`config.mk`:
```
export PLATFORM = sky130hd
export DESIGN_NAME = spi_master_param
export DESIGN_NICKNAME = d
export VERILOG_FILES = /design/src/rtl/spi_master_param.sv
export SDC_FILE = /design/constraint.sdc
export NUM_CORES = 1
export LEC_CHECK = 0
export CAP_MARGIN = 20
export CORE_MARGIN = 2
export CORE_UTILIZATION = 40
export CTS_BUF_LIST = sky130_fd_sc_hd__clkbuf_8
export DETAILED_ROUTE_END_ITERATION = 7
export SKIP_CTS_REPAIR_TIMING = 1
export SYNTH_ARGS = -nofsm -noshare
export SYNTH_HDL_FRONTEND = slang
export SYNTH_SLANG_ARGS = --single-unit
```
`constraint.sdc`:
```
create_clock -name clk -period 4.4 [get_ports clk]
set_input_delay 0.66 -clock clk [delete_from_list [all_inputs] [get_ports clk]]
set_output_delay 0.66 -clock clk [all_outputs]
set_load 0.05 [all_outputs]
```
`src/rtl/spi_master_param.sv`:
```
// rtl/spi_master_param.sv - parametrised full-duplex SPI master, all four CPOL/CPHA modes
// spi_clk is a registered output derived from a clk-domain divider; never used as a clock.
module spi_master_param #(
  parameter int DATA_W   = 8,
  parameter int CLK_DIV  = 2,
  parameter int NUM_CS   = 2,
  parameter int CS_SEL_W = 1
) (
  input  logic                clk,
  input  logic                reset,
  input  logic                start,
  input  logic [DATA_W-1:0]   data_wr,
  input  logic                cpol,
  input  logic                cpha,
  input  logic [CS_SEL_W-1:0] cs_sel,
  output logic                busy,
  output logic                done,
  output logic [DATA_W-1:0]   data_rd,
  output logic                spi_clk,
  output logic [NUM_CS-1:0]   cs_n,
  output logic                mosi,
  input  logic                miso
);

  localparam int DIV_W  = (CLK_DIV > 1) ? $clog2(CLK_DIV) : 1;
  localparam int EDGE_W = $clog2(2 * DATA_W);
  localparam logic [DIV_W-1:0]  DIV_LAST  = DIV_W'(CLK_DIV - 1);
  localparam logic [EDGE_W-1:0] EDGE_LAST = EDGE_W'(2 * DATA_W - 1);

  typedef enum logic [2:0] {IDLE, SETUP, XFER, HOLD, DONE} state_t;

  state_t              state;
  logic [DIV_W-1:0]    div_cnt;
  logic [EDGE_W-1:0]   edge_cnt;
  logic [DATA_W-1:0]   tx_sr;
  logic [DATA_W-1:0]   rx_sr;
  logic                cpol_q;
  logic                cpha_q;
  logic                tick;
  logic                sample_edge;
  logic [NUM_CS-1:0]   cs_dec;

  assign tick = (div_cnt == DIV_LAST);
  // edge_cnt even -> this toggle is a leading edge; CPHA flips which edge samples
  assign sample_edge = ~edge_cnt[0] ^ cpha_q;

  always_comb begin
    cs_dec = '1;
    for (int i = 0; i < NUM_CS; i++) begin
      if (cs_sel == CS_SEL_W'(i)) cs_dec[i] = 1'b0;
    end
  end

  always_ff @(posedge clk) begin
    if (reset) begin
      state    <= IDLE;
      div_cnt  <= '0;
      edge_cnt <= '0;
      tx_sr    <= '0;
      rx_sr    <= '0;
      cpol_q   <= 1'b0;
      cpha_q   <= 1'b0;
      busy     <= 1'b0;
      done     <= 1'b0;
      data_rd  <= '0;
      spi_clk  <= 1'b0;
      cs_n     <= '1;
      mosi     <= 1'b1;
    end else begin
      done <= 1'b0;
      if (state != IDLE) div_cnt <= tick ? '0 : div_cnt + DIV_W'(1);
      case (state)
        IDLE: begin
          if (start) begin
            state    <= SETUP;
            busy     <= 1'b1;
            cpol_q   <= cpol;
            cpha_q   <= cpha;
            spi_clk  <= cpol;
            cs_n     <= cs_dec;
            div_cnt  <= '0;
            edge_cnt <= '0;
            if (cpha) begin
              tx_sr <= data_wr;
            end else begin
              mosi  <= data_wr[DATA_W-1];
              tx_sr <= {data_wr[DATA_W-2:0], 1'b0};
            end
          end else begin
            spi_clk <= cpol_q;
          end
        end
        SETUP: if (tick) state <= XFER;
        XFER: begin
          if (tick) begin
            spi_clk  <= ~spi_clk;
            edge_cnt <= edge_cnt + EDGE_W'(1);
            if (sample_edge) begin
              rx_sr <= {rx_sr[DATA_W-2:0], miso};
            end else if (cpha_q || edge_cnt != EDGE_LAST) begin
              // CPHA=0 already presented the MSB in SETUP, so its last trailing edge launches nothing
              mosi  <= tx_sr[DATA_W-1];
              tx_sr <= {tx_sr[DATA_W-2:0], 1'b0};
            end
            if (edge_cnt == EDGE_LAST) state <= HOLD;
          end
        end
        HOLD: begin
          if (tick) begin
            state   <= DONE;
            done    <= 1'b1;
            data_rd <= rx_sr;
            cs_n    <= '1;
          end
        end
        DONE: begin
          state <= IDLE;
          busy  <= 1'b0;
        end
        default: state <= IDLE;
      endcase
    end
  end

endmodule

```
==> After elaboration in Yosys (flattened, before gate mapping) <==
Index checks and enable logic that the tools add are counted.
Widths: inputs -> output; s select.
{ "totals": {"inputBits": 15, "output_inout_bits": 14, "reg_bits": 40, "wordCells": 86} }
{ "op_classes": {"muxes": 36, "n_addsub": 2, "eq_ne": 14, "n_bitwise": 4, "reduce_logical": 17} }
{ "op_table": {"columns": ["op", "n"], "rows": [
  ["$mux 8", 5],
  ["$ne 2x2->1 const B", 8],
  ["$pmux 8 s2", 1],
  ["$mux 1", 15],
  ["$mux 3", 5],
  ["$pmux 3 s4", 1],
  ["$reduce_and 5->1", 2],
  ["$reduce_and 3->1", 3],
  ["$mux 4", 2],
  ["$pmux 4 s2", 1],
  ["$reduce_and 2->1", 4],
  ["$eq 3x2->1 const B", 2],
  ["$pmux 1 s2", 3],
  ["$reduce_and 6->1", 1],
  ["$reduce_bool 2->1", 3],
  ["$add 4x1->4 const B", 1],
  ["$eq 4x4->1 const B", 1],
  ["$mux 2", 2],
  ["$ne 4x4->1 const B", 1],
  ["$pmux 2 s2", 1],
  ["$eq 3x1->1 const B", 1],
  ["$eq 3x3->1 const B", 1],
  ["$logic_not 3->1", 1],
  ["$not 1->1", 3],
  ["5 further kinds", 5]
]} }

==> Logic depth before layout (Yosys ltp) <==
Gate-level depths: netlist (run 1).
{ "depth": {"depth_word": 6, "mapped_depth": 7, "mapped_depth_nobuf": 5} }

==> Worst setup path before layout (run 1) <==
OpenSTA, ideal clock, no wires.
{ "synth_path": {"kind": "reg-to-reg", "from": "register state[2]", "to": "register rx_sr[0]", "path_stages_with_launch": 8, "path_buffers": 3, "required_time_ns": 4.272, "setup_ns": 0.128, "period_less_slack_ns": 1.734, "arrival_ns": 1.607, "slack_ns": 2.666, "path_cell_list": "dfxtp_1 > buf_6 > or3b_4 > buf_6 > or3b_1 > buf_6 > mux2i_1 > nor2_1"} }
{ "synth_via": {"elab_chain_cells": 2} }
{ "synth_rtl": {"columns": ["item", "line", "rtl"], "rows": [
  ["start, declared", "32", "state_t state;"],
  ["start signal, assigned", "56", "state <= IDLE;"],
  ["start signal, assigned", "75", "state <= SETUP;"],
  ["start signal, assigned", "93", "SETUP: if (tick) state <= XFER;"],
  ["$eq 3x2->1", "72", "case (state)"],
  ["$reduce_and 3->1 (no line)", null, null],
  ["end signal, assigned", "99", "rx_sr <= {rx_sr[DATA_W-2:0], miso};"],
  ["end, declared", "36", "logic [DATA_W-1:0] rx_sr;"]
]} }
Every way passes these cells.
A chain may end at the register's enable or synchronous reset.

==> Worst setup path after layout (run 1) <==
{ "layout_path": {"from": "register state[2]", "to": "register tx_sr[5]"} }
{ "layout_via": {"elab_chain_cells": 3, "elab_cells_between_ends": 9, "cone_classes": "eq/ne: 5; mux: 1; reduce/logical: 3"} }
{ "layout_rtl": {"columns": ["item", "line", "rtl"], "rows": [
  ["$eq 3x2->1 / $logic_not 3->1 (equally long branches)", "72", null],
  ["$ne 2x2->1 (no line) / $reduce_bool 2->1 (equally long branches)", null, null],
  ["$reduce_and 5->1 (no line)", null, null],
  ["end signal, assigned", "84", "tx_sr <= data_wr;"],
  ["end signal, assigned", "87", "tx_sr <= {data_wr[DATA_W-2:0], 1'b0};"],
  ["end signal, assigned", "103", "tx_sr <= {tx_sr[DATA_W-2:0], 1'b0};"],
  ["end, declared", "35", "logic [DATA_W-1:0] tx_sr;"]
]} }
Several ways; a longest one is shown, not always the timed one.

==> results.yml, run 1 <==
status:
  status: "completed"
synth:
  synth.top_cell.area_share_pct: 44.69
  synth_ff_type: "dfxtp_1"
  yosys_warnings: 0
  netlist_instances: 210
  syn-cell-area_um2: 1792
  synth_common_cells: "dfxtp_1 (40), nand2_1 (25), a21oi_1 (23)"
  netlist.top_cell.by_area: "dfxtp_1"
  yosysMostFrequentCell: "dfxtp_1"
  async_reset_ff_share_pct: 0
  yosys-top-cells-area: "dfxtp_1 (45%), a21oi_1 (6.4%), nand2_1 (5.2%), mux2i_1 (5.0%), nor2_1 (4.4%)"
  ys_ff_latch: 40
  syn_area_per_cell_um2: 8.532
  netlist-cell-type-count: 37
  synth_edf_count: 0
  synthesis.nets: 226
  ys_seq_area_share_pct: 44.69
setup_path:
  end_kind: "flip-flop"
  cp_max_fo: 18
  r2r_cells: 4
  cp.arrival_ps: 2580
  cp-start-kind: "flip-flop"
  r2r-end: "tx_sr[5]"
  worstPathRequired_ps: 4600
  crit_type: "reg2reg"
  r2r_slack_ps: 2020
  r2r-start: "state[2]"
sta:
  period_needed_ps: 2379
  max_freq_mhz: 420.3
  rsz0062_at_grt: "false"
  finalHoldViolations: 0
  finalClockSkew_ps: 5.078
  finalMaxSlewViolations: 0
  tightest_slew_ps: 815.2
  max_slew_margin_pct: 45.48
  tns_ps: 0
  min_period_over_period_pct: 54.08
  setup_violations: 0
cts:
  htreeDepth: 2
  cts_made_buffers: 5
  cts_sinks: 40
  cts.path.max_buffers: 2
  clock_latency_ps: 290
  clock-root-buffer: "clkbuf_8"
  cts_tree: "done"
  clkSlewWorstSetupHoldPaths_ps: 80
global_route:
  grt_pass1_vias: 1372
  grt_max_degree: 24
  track_usage_pct: 15.91
  antenna_found_initial: 0
  grt_overflow_total: 0
  grt_pass1_wl_um: 6334
floorplan:
  pin_count: 29
  dieArea_um2: 5030
  floorplan.initialDensity_pct: 41.44
  coreArea_um2: 4324
  fp.dieW_um: 70.93
  die_y_um: 70.93
  rows: 24
drt:
  vias_per_cell: 5.421
  ant_nets: 0
  first_pass_iters: 4
  wl_per_cell_um: 13.28
  drt-total-wl_um: 3786
  vias: 1545
  drt_iter0_markers: 80
  drc: 0
power_and_ir_drop:
  power_per_cell_area_nw_per_um2: 363.2
  power_leakage_uw: 0.0008287
  vdd_drop_max_mv: 0.2276
  power_uw: 795.7
layout:
  utilization_pct: 50.67
  multi_input_area_um2: 904.6
  area_growth_pct: 22.28
  diodes: 0
  seqCellArea_um2: 800.8
  layout-drive-gt1-share_pct: 6.867
  fill_cells: 449
  layout.nets: 248
worst_hold_path:
  min_path_type: "reg2reg"
  whs_endpoint: "data_rd[6]"
  hold_path.startpoint: "data_rd[6]"
  whs_path_depth: 2
placement:
  io_buffers: 28
  place_hpwl_um: 2552
  gp_congestion: 0.7902
job:
  drv_cap: 0
## logic make-up (layout without fill, tap and decap cells)
| group | count (synthesis) | after routing | share of synthesized area (%) |
|---|---|---|---|
| AOI/OAI and AO/OA | 49 | 49 | 16.13 |
| xor gates and xnor gates | 4 | 4 | 1.955 |
| adders and majority gates | 1 | 1 | 0.6982 |
| buffers and inverters | 16 | 39 | 4.818 |
| DFF | 40 | 40 | 44.69 |
| muxes | 11 | 11 | 6.285 |
| and+or+nand+nor | 89 | 89 | 25.42 |
## layout by cell type, fill, tap and decap left out, types with 6 or more instances in the layout
| cell | instances |
|---|---|
| dfxtp_1 | 40 |
| clkbuf_8 | 6 |
| nor2_1 | 21 |
| mux2i_1 | 9 |
| nand2_1 | 25 |
| or4_1 | 7 |
| a21oi_1 | 23 |
| nor2b_1 | 9 |
| clkdlybuf4s50_1 | 28 |
| nor3_1 | 8 |
| a221oi_1 | 7 |
| o21ai_0 | 13 |
## where the power goes
group	switching, uW	internal, uW
combinational	55.1	42.4
sequential	12.1	375
clock	126	185
## state kept, by name, summed over array words and instances, names as in the netlist
name and count:
data_rd 8, div_cnt 1, cpol_q 1, rx_sr 8, edge_cnt 4, cs_n 2, tx_sr 8, busy 1
mosi 1, spi_clk 1, state 3, cpha_q 1, done 1
## area by class of cell
cell class / instances / share of cell area (%)
clock buffer: 6 / 3.769
clock inverter: 2 / 1.770
inverter: 1 / 0.1713
multi-input combinational: 154 / 41.29
sequential: 40 / 36.55
tap: 52 / 2.970
timing repair buffer: 30 / 13.48
## how the worst max path moves through the flow
stage | start | slack (ps) | to
finish | state[2] | 2020 | tx_sr[5]
global route | state[2] | 1740 | tx_sr[5]
CTS | state[2] | 1940 | tx_sr[6]
detailed placement | start | 1780 | tx_sr[5]
global placement | start | 1830 | tx_sr[4]
floorplan | state[2] | 2670 | rx_sr[0]
## per-stage QoR
| step | hold slack (ps) | std cells | setup WS [ps] | cell area, um^2 |
|---|---|---|---|---|
| CTS | 463.0 | 285 | 1938 | 2191 |
| global placement | 444.5 | 277 | 1825 | 2069 |
| floorplan | 431.6 | 210 | 2666 | 1792 |
| finish | 457.7 | 285 | 2021 | 2191 |
| detailed placement | 449.7 | 277 | 1781 | 2069 |
| global route | 482.5 | 285 | 1738 | 2191 |
## critical path, stage by stage, from the launching register on
cell     delay [ps]
dfxtp_1         410
nor2_1          630
nand2_1         490
or4_1           630
a21oi_1         140
## per-layer routing
layer | vias up | share of wire, % | GRT usage, %
met5 | - | 0 | 0
met4 | 0 | 1.9 | 6.499
met3 | 9 | 4.9 | 4.701
met2 | 37 | 44 | 23.68
met1 | 705 | 49 | 21.68
li1 | 794 | - | -
Note: power is estimated with default switching activity, not from simulation.
==> run 2, diff against run 1 <==
==> constraint.sdc (replaced) <==
create_clock -name clk -period 2.4 [get_ports clk]
set_input_delay 0.36 -clock clk [delete_from_list [all_inputs] [get_ports clk]]
set_output_delay 0.36 -clock clk [all_outputs]
set_load 0.05 [all_outputs]
==> results.yml, run 2 (synthesized netlist as in run 1, its figures left out) <==
setup_path:
  cp_top_family: "simple AND/OR/NAND/NOR gates"
  startpoint: "div_cnt"
  cp.arrival_ps: 2180
  path_buf_inv: 0
  cp_slowest_cell: "or4_1"
  r2r-start: "div_cnt"
  end_kind: "flip-flop"
  crit_type: "reg2reg"
  cp-start-kind: "flip-flop"
  cpPeakStageDelay_ps: 630
  cp_max_fo: 18
  worstPathRequired_ps: 2630
  crit_chain: "mux2_2 > nand2_1 > or4_1 > a21oi_1"
floorplan:
  fp.dieW_um: 70.93
  floorplan.initialDensity_pct: 41.44
  dieArea_um2: 5030
  die_y_um: 70.93
  rows: 24
  pin_count: 29
  coreArea_um2: 4324
cts:
  cts.path.max_buffers: 2
  htreeDepth: 2
  clkSlewWorstSetupHoldPaths_ps: 70
  cts_sinks: 40
  clock-root-buffer: "clkbuf_8"
  cts_tree: "done"
  clock_latency_ps: 290
  cts_made_buffers: 5
sta:
  min_period_over_period_pct: 81.52
  finalClockSkew_ps: 7.467
  rsz0062_at_grt: "false"
  setup_violations: 0
  max_freq_mhz: 511.1
  max_slew_margin_pct: 56.51
  tightest_slew_ps: 649.4
  finalMaxSlewViolations: 0
  whs_ps: 455.7
  finalHoldViolations: 0
  tns_ps: 0
  period_needed_ps: 1957
power_and_ir_drop:
  power_leakage_uw: 0.0008374
  pwr-share-clk_pct: 31.5
  p_switching_uw: 345.0
  vdd_drop_max_mv: 0.4028
  power_per_cell_area_nw_per_um2: 599.1
  p_comb_share_pct: 14.3
  internal_power_uw: 963.9
  switching_share_pct: 26.36
  seq_power_share_pct: 54.2
layout:
  utilization_pct: 50.52
  layout_commonest_cell: "dfxtp_1"
  reg.largest.list: "data_rd (8), rx_sr (8), tx_sr (8)"
  diodes: 0
  area_growth_pct: 21.93
  layout-drive-gt1-share_pct: 8.017
  final_cell_mix: "dfxtp_1 (40), clkdlybuf4s50_1 (28), nand2_1 (25)"
  fill_cells: 441
  layout.nets: 253
  instances_no_fill: 289
worst_hold_path:
  min_path_type: "reg2reg"
  hold_path.startpoint: "data_rd[1]"
job:
  drv_cap: 0
drt:
  ant_nets: 0
  drc: 0
  drt-total-wl_um: 3853
  vias_per_cell: 5.318
  drt_iter0_markers: 85
  wl_per_cell_um: 13.33
  vias: 1537
  first_pass_iters: 4
global_route:
  grt_pass1_vias: 1384
  antenna_found_initial: 0
  grt_pass1_wl_um: 6327
  track_usage_pct: 16.01
  grt_overflow_total: 0
  grt_max_degree: 21
placement:
  dp.cells: 282
  io_buffers: 28
  place_hpwl_um: 2583
  gp_congestion: 0.7294
status:
  status: "completed"
==> run 2: changes by cell type in the layout (fill, tap and decap cells not counted) <==
| cell | change |
|---|---|
| buf_4 | +5 |
| clkinv_4 | -1 |
| inv_1 | +1 |
| clkbuf_8 | -1 |
| clkinv_2 | +1 |
| bufinv_16 | -1 |
==> run 2: final timing paths <==
path                              endpoint  slack, ps  cells past startpoint
worst max-delay path              tx_sr[6]        440                      4
worst min-delay path            data_rd[1]        460                      2
worst max register to register    tx_sr[6]        440                      4
worst min register to register  data_rd[1]        460                      2
==> run 2: power by group through the flow <==
stage / Sequential, uW / Clock (uW) / Combinational, uW
floorplan: 735 / 0 / 107
global placement: 723 / 0 / 187
detailed placement: 723 / 0 / 188
CTS: 708 / 426 / 189
global route: 711 / 454 / 207
finish: 709 / 413 / 187
==> run 2: area by class of cell <==
cell class / instances / area (um^2) / area share [%]
Multi-Input combinational cell: 154 / 904.6 / 41.41
Inverter: 1 / 3.754 / 0.1718
Clock inverter: 2 / 8.758 / 0.4009
Tap cell: 52 / 65.06 / 2.978
Sequential cell: 40 / 800.8 / 36.66
Clock buffer: 5 / 68.82 / 3.150
Timing Repair Buffer: 35 / 332.8 / 15.23
==> run 2: metal layers <==
metal  track usage, %  wire length [um]  vias to the layer above
li1                 -                 -                      800
met1            22.56              2022                      698
met2            22.95              1613                       34
met3            5.413               179                        5
met4            5.451                37                        0
met5                0                 0                        -
==> run 2: worst min-delay path: cells and delay by family, from the launching register on <==
family	cells	cell delay, ps
flops	1	310
simple gates	1	50
compound gates	1	50
==> run 2: stage by stage <==
| stage | worst slack [ps] | total power (uW) | instance area [um^2] |
|---|---|---|---|
| 2_1_floorplan | 665.8 | 842.6 | 1792 |
| 3_3_place_gp | 283.5 | 910.3 | 2107 |
| 3_5_place_dp | 234.0 | 911.2 | 2107 |
| 4_1_cts | 468.2 | 1323 | 2185 |
| 5_1_grt | 325.8 | 1372 | 2185 |
| 6_report | 443.5 | 1309 | 2185 |
==> run 3, diff against run 2 <==
--- a/config.mk
+++ b/config.mk
@@ -10,6 +10,7 @@
 export CORE_UTILIZATION = 40
 export CTS_BUF_LIST = sky130_fd_sc_hd__clkbuf_8
 export DETAILED_ROUTE_END_ITERATION = 7
+export PLACE_DENSITY = 0.65
 export SKIP_CTS_REPAIR_TIMING = 1
 export SYNTH_ARGS = -nofsm -noshare
 export SYNTH_HDL_FRONTEND = slang
==> constraint.sdc (replaced) <==
create_clock -name clk -period 1.7 [get_ports clk]
set_input_delay 0.255 -clock clk [delete_from_list [all_inputs] [get_ports clk]]
set_output_delay 0.255 -clock clk [all_outputs]
set_load 0.05 [all_outputs]
==> results.yml, run 3 (synthesized netlist as in run 1, its figures left out) <==
setup_path:
  path_buf_inv: 1
  crit_type: "reg2out"
  r2r-start: "edge_cnt[0]"
  worstPathRequired_ps: 1440
  cp-start-kind: "flip-flop"
  r2r_slack_ps: 50
  crit_chain: "clkdlybuf4s50_1"
  r2r_cells: 6
  cpPeakStageDelay_ps: 790
  cp_max_fo: 1
  end_kind: "output pin"
  r2r-end: "tx_sr[5]"
  cp.arrival_ps: 1400
  cp_slowest_cell: "clkdlybuf4s50_1"
  cp_top_family: "buffers and inverters"
floorplan:
  dieArea_um2: 5030
  fp.dieW_um: 70.93
  floorplan.initialDensity_pct: 41.44
  die_y_um: 70.93
  pin_count: 29
  coreArea_um2: 4324
  rows: 24
layout:
  instances_no_fill: 302
  final_cell_mix: "dfxtp_1 (39), buf_4 (31), nand2_1 (25)"
  layout.nets: 265
  reg.largest.list: "data_rd (8), rx_sr (8), tx_sr (8)"
  area_growth_pct: 28.14
  layout_commonest_cell: "dfxtp_1"
  diodes: 0
  fill_cells: 440
  layout-drive-gt1-share_pct: 22.00
  multi_input_area_um2: 935.9
  seqCellArea_um2: 804.5
cts:
  clock_latency_ps: 300
  cts.path.max_buffers: 2
  cts_sinks: 40
  cts_tree: "done"
  htreeDepth: 2
  clkSlewWorstSetupHoldPaths_ps: 80
  cts_made_buffers: 5
  clock-root-buffer: "clkbuf_8"
sta:
  fin_ws_ps: 49.02
  tns_ps: 0
  max_freq_mhz: 605.7
  period_needed_ps: 1651
  finalHoldViolations: 0
  min_period_over_period_pct: 97.12
  setup_violations: 0
  finalMaxSlewViolations: 0
  finalClockSkew_ps: 5.831
  tightest_slew_ps: 486.7
  max_slew_margin_pct: 67.45
  whs_ps: 454.6
  rsz0062_at_grt: "true"
drt:
  ant_nets: 0
  drt-total-wl_um: 3899
  drc: 0
  wl_per_cell_um: 12.91
  drt_iter0_markers: 69
  first_pass_iters: 4
  vias: 1574
  vias_per_cell: 5.212
worst_hold_path:
  hold_path.startpoint: "data_rd[7]"
  min_path_type: "reg2reg"
  whs_path_depth: 2
  whs_endpoint: "data_rd[7]"
global_route:
  grt_pass1_vias: 1486
  track_usage_pct: 16.84
  grt_max_degree: 17
  antenna_found_initial: 0
  grt_pass1_wl_um: 6762
  grt_overflow_total: 0
placement:
  gp_congestion: 0.8334
  io_buffers: 28
  dp_slack_ps: -215.5
  place_hpwl_um: 2737
  dp.cells: 294
power_and_ir_drop:
  vdd_drop_max_mv: 0.4160
  power_leakage_uw: 0.0009236
  power_per_cell_area_nw_per_um2: 851.2
job:
  drv_cap: 0
status:
  status: "completed"
-- run 3: cell types whose count changed in the layout (fill, tap and decap cells not counted), sizes merged --
cell           delta
inv               -1
clkinv            +1
buf              +25
clkbuf            +1
clkdlybuf4s50    -13
-- run 3: stage by stage --
stage               cell area, um^2  power, uW  utilization (%)
floorplan                      1792       1190                -
global placement               2165       1305            50.06
detailed placement             2165       1308            50.06
CTS                            2257       1965            52.20
global route                   2296       2061            53.10
finish                         2296       1954            53.10
-- run 3: worst max-delay path by stage --
| stage | cells after the start | startpoint | slack (ps) | to |
|---|---|---|---|---|
| global route | 6 | edge_cnt[0] | -30 | tx_sr[5] |
| finish | 1 | done | 50 | done |
| global placement | 6 | start | -180 | tx_sr[7] |
| detailed placement | 6 | start | -220 | tx_sr[6] |
| CTS | 4 | state[1] | -80 | rx_sr[7] |
| floorplan | 7 | state[2] | -30 | rx_sr[0] |
-- run 3: power breakdown --
part | switching, uW | internal (uW) | leakage (uW)
sequential | 19.1 | 969 | 0.000326
combinational | 166 | 143 | 0.000547
clock | 334 | 324 | 0.0000510
total | 519 | 1440 | 0.000924
-- run 3: layout make-up --
cell class	count	area share (%)
clock buffers	6	3.597
clock inverters	2	0.4360
repair buffers	47	17.17
inverters	1	0.1635
well taps	52	2.834
multi-input cells	154	40.76
flip-flops and latches	40	35.04
-- run 3: routing by layer --
layer | track usage [%] | wire length, um | vias up
met1 | 23.64 | 1958 | 715
met4 | 5.660 | 51 | 0
met5 | 0 | 0 | -
met3 | 5.698 | 194 | 5
li1 | - | - | 820
met2 | 24.30 | 1694 | 34
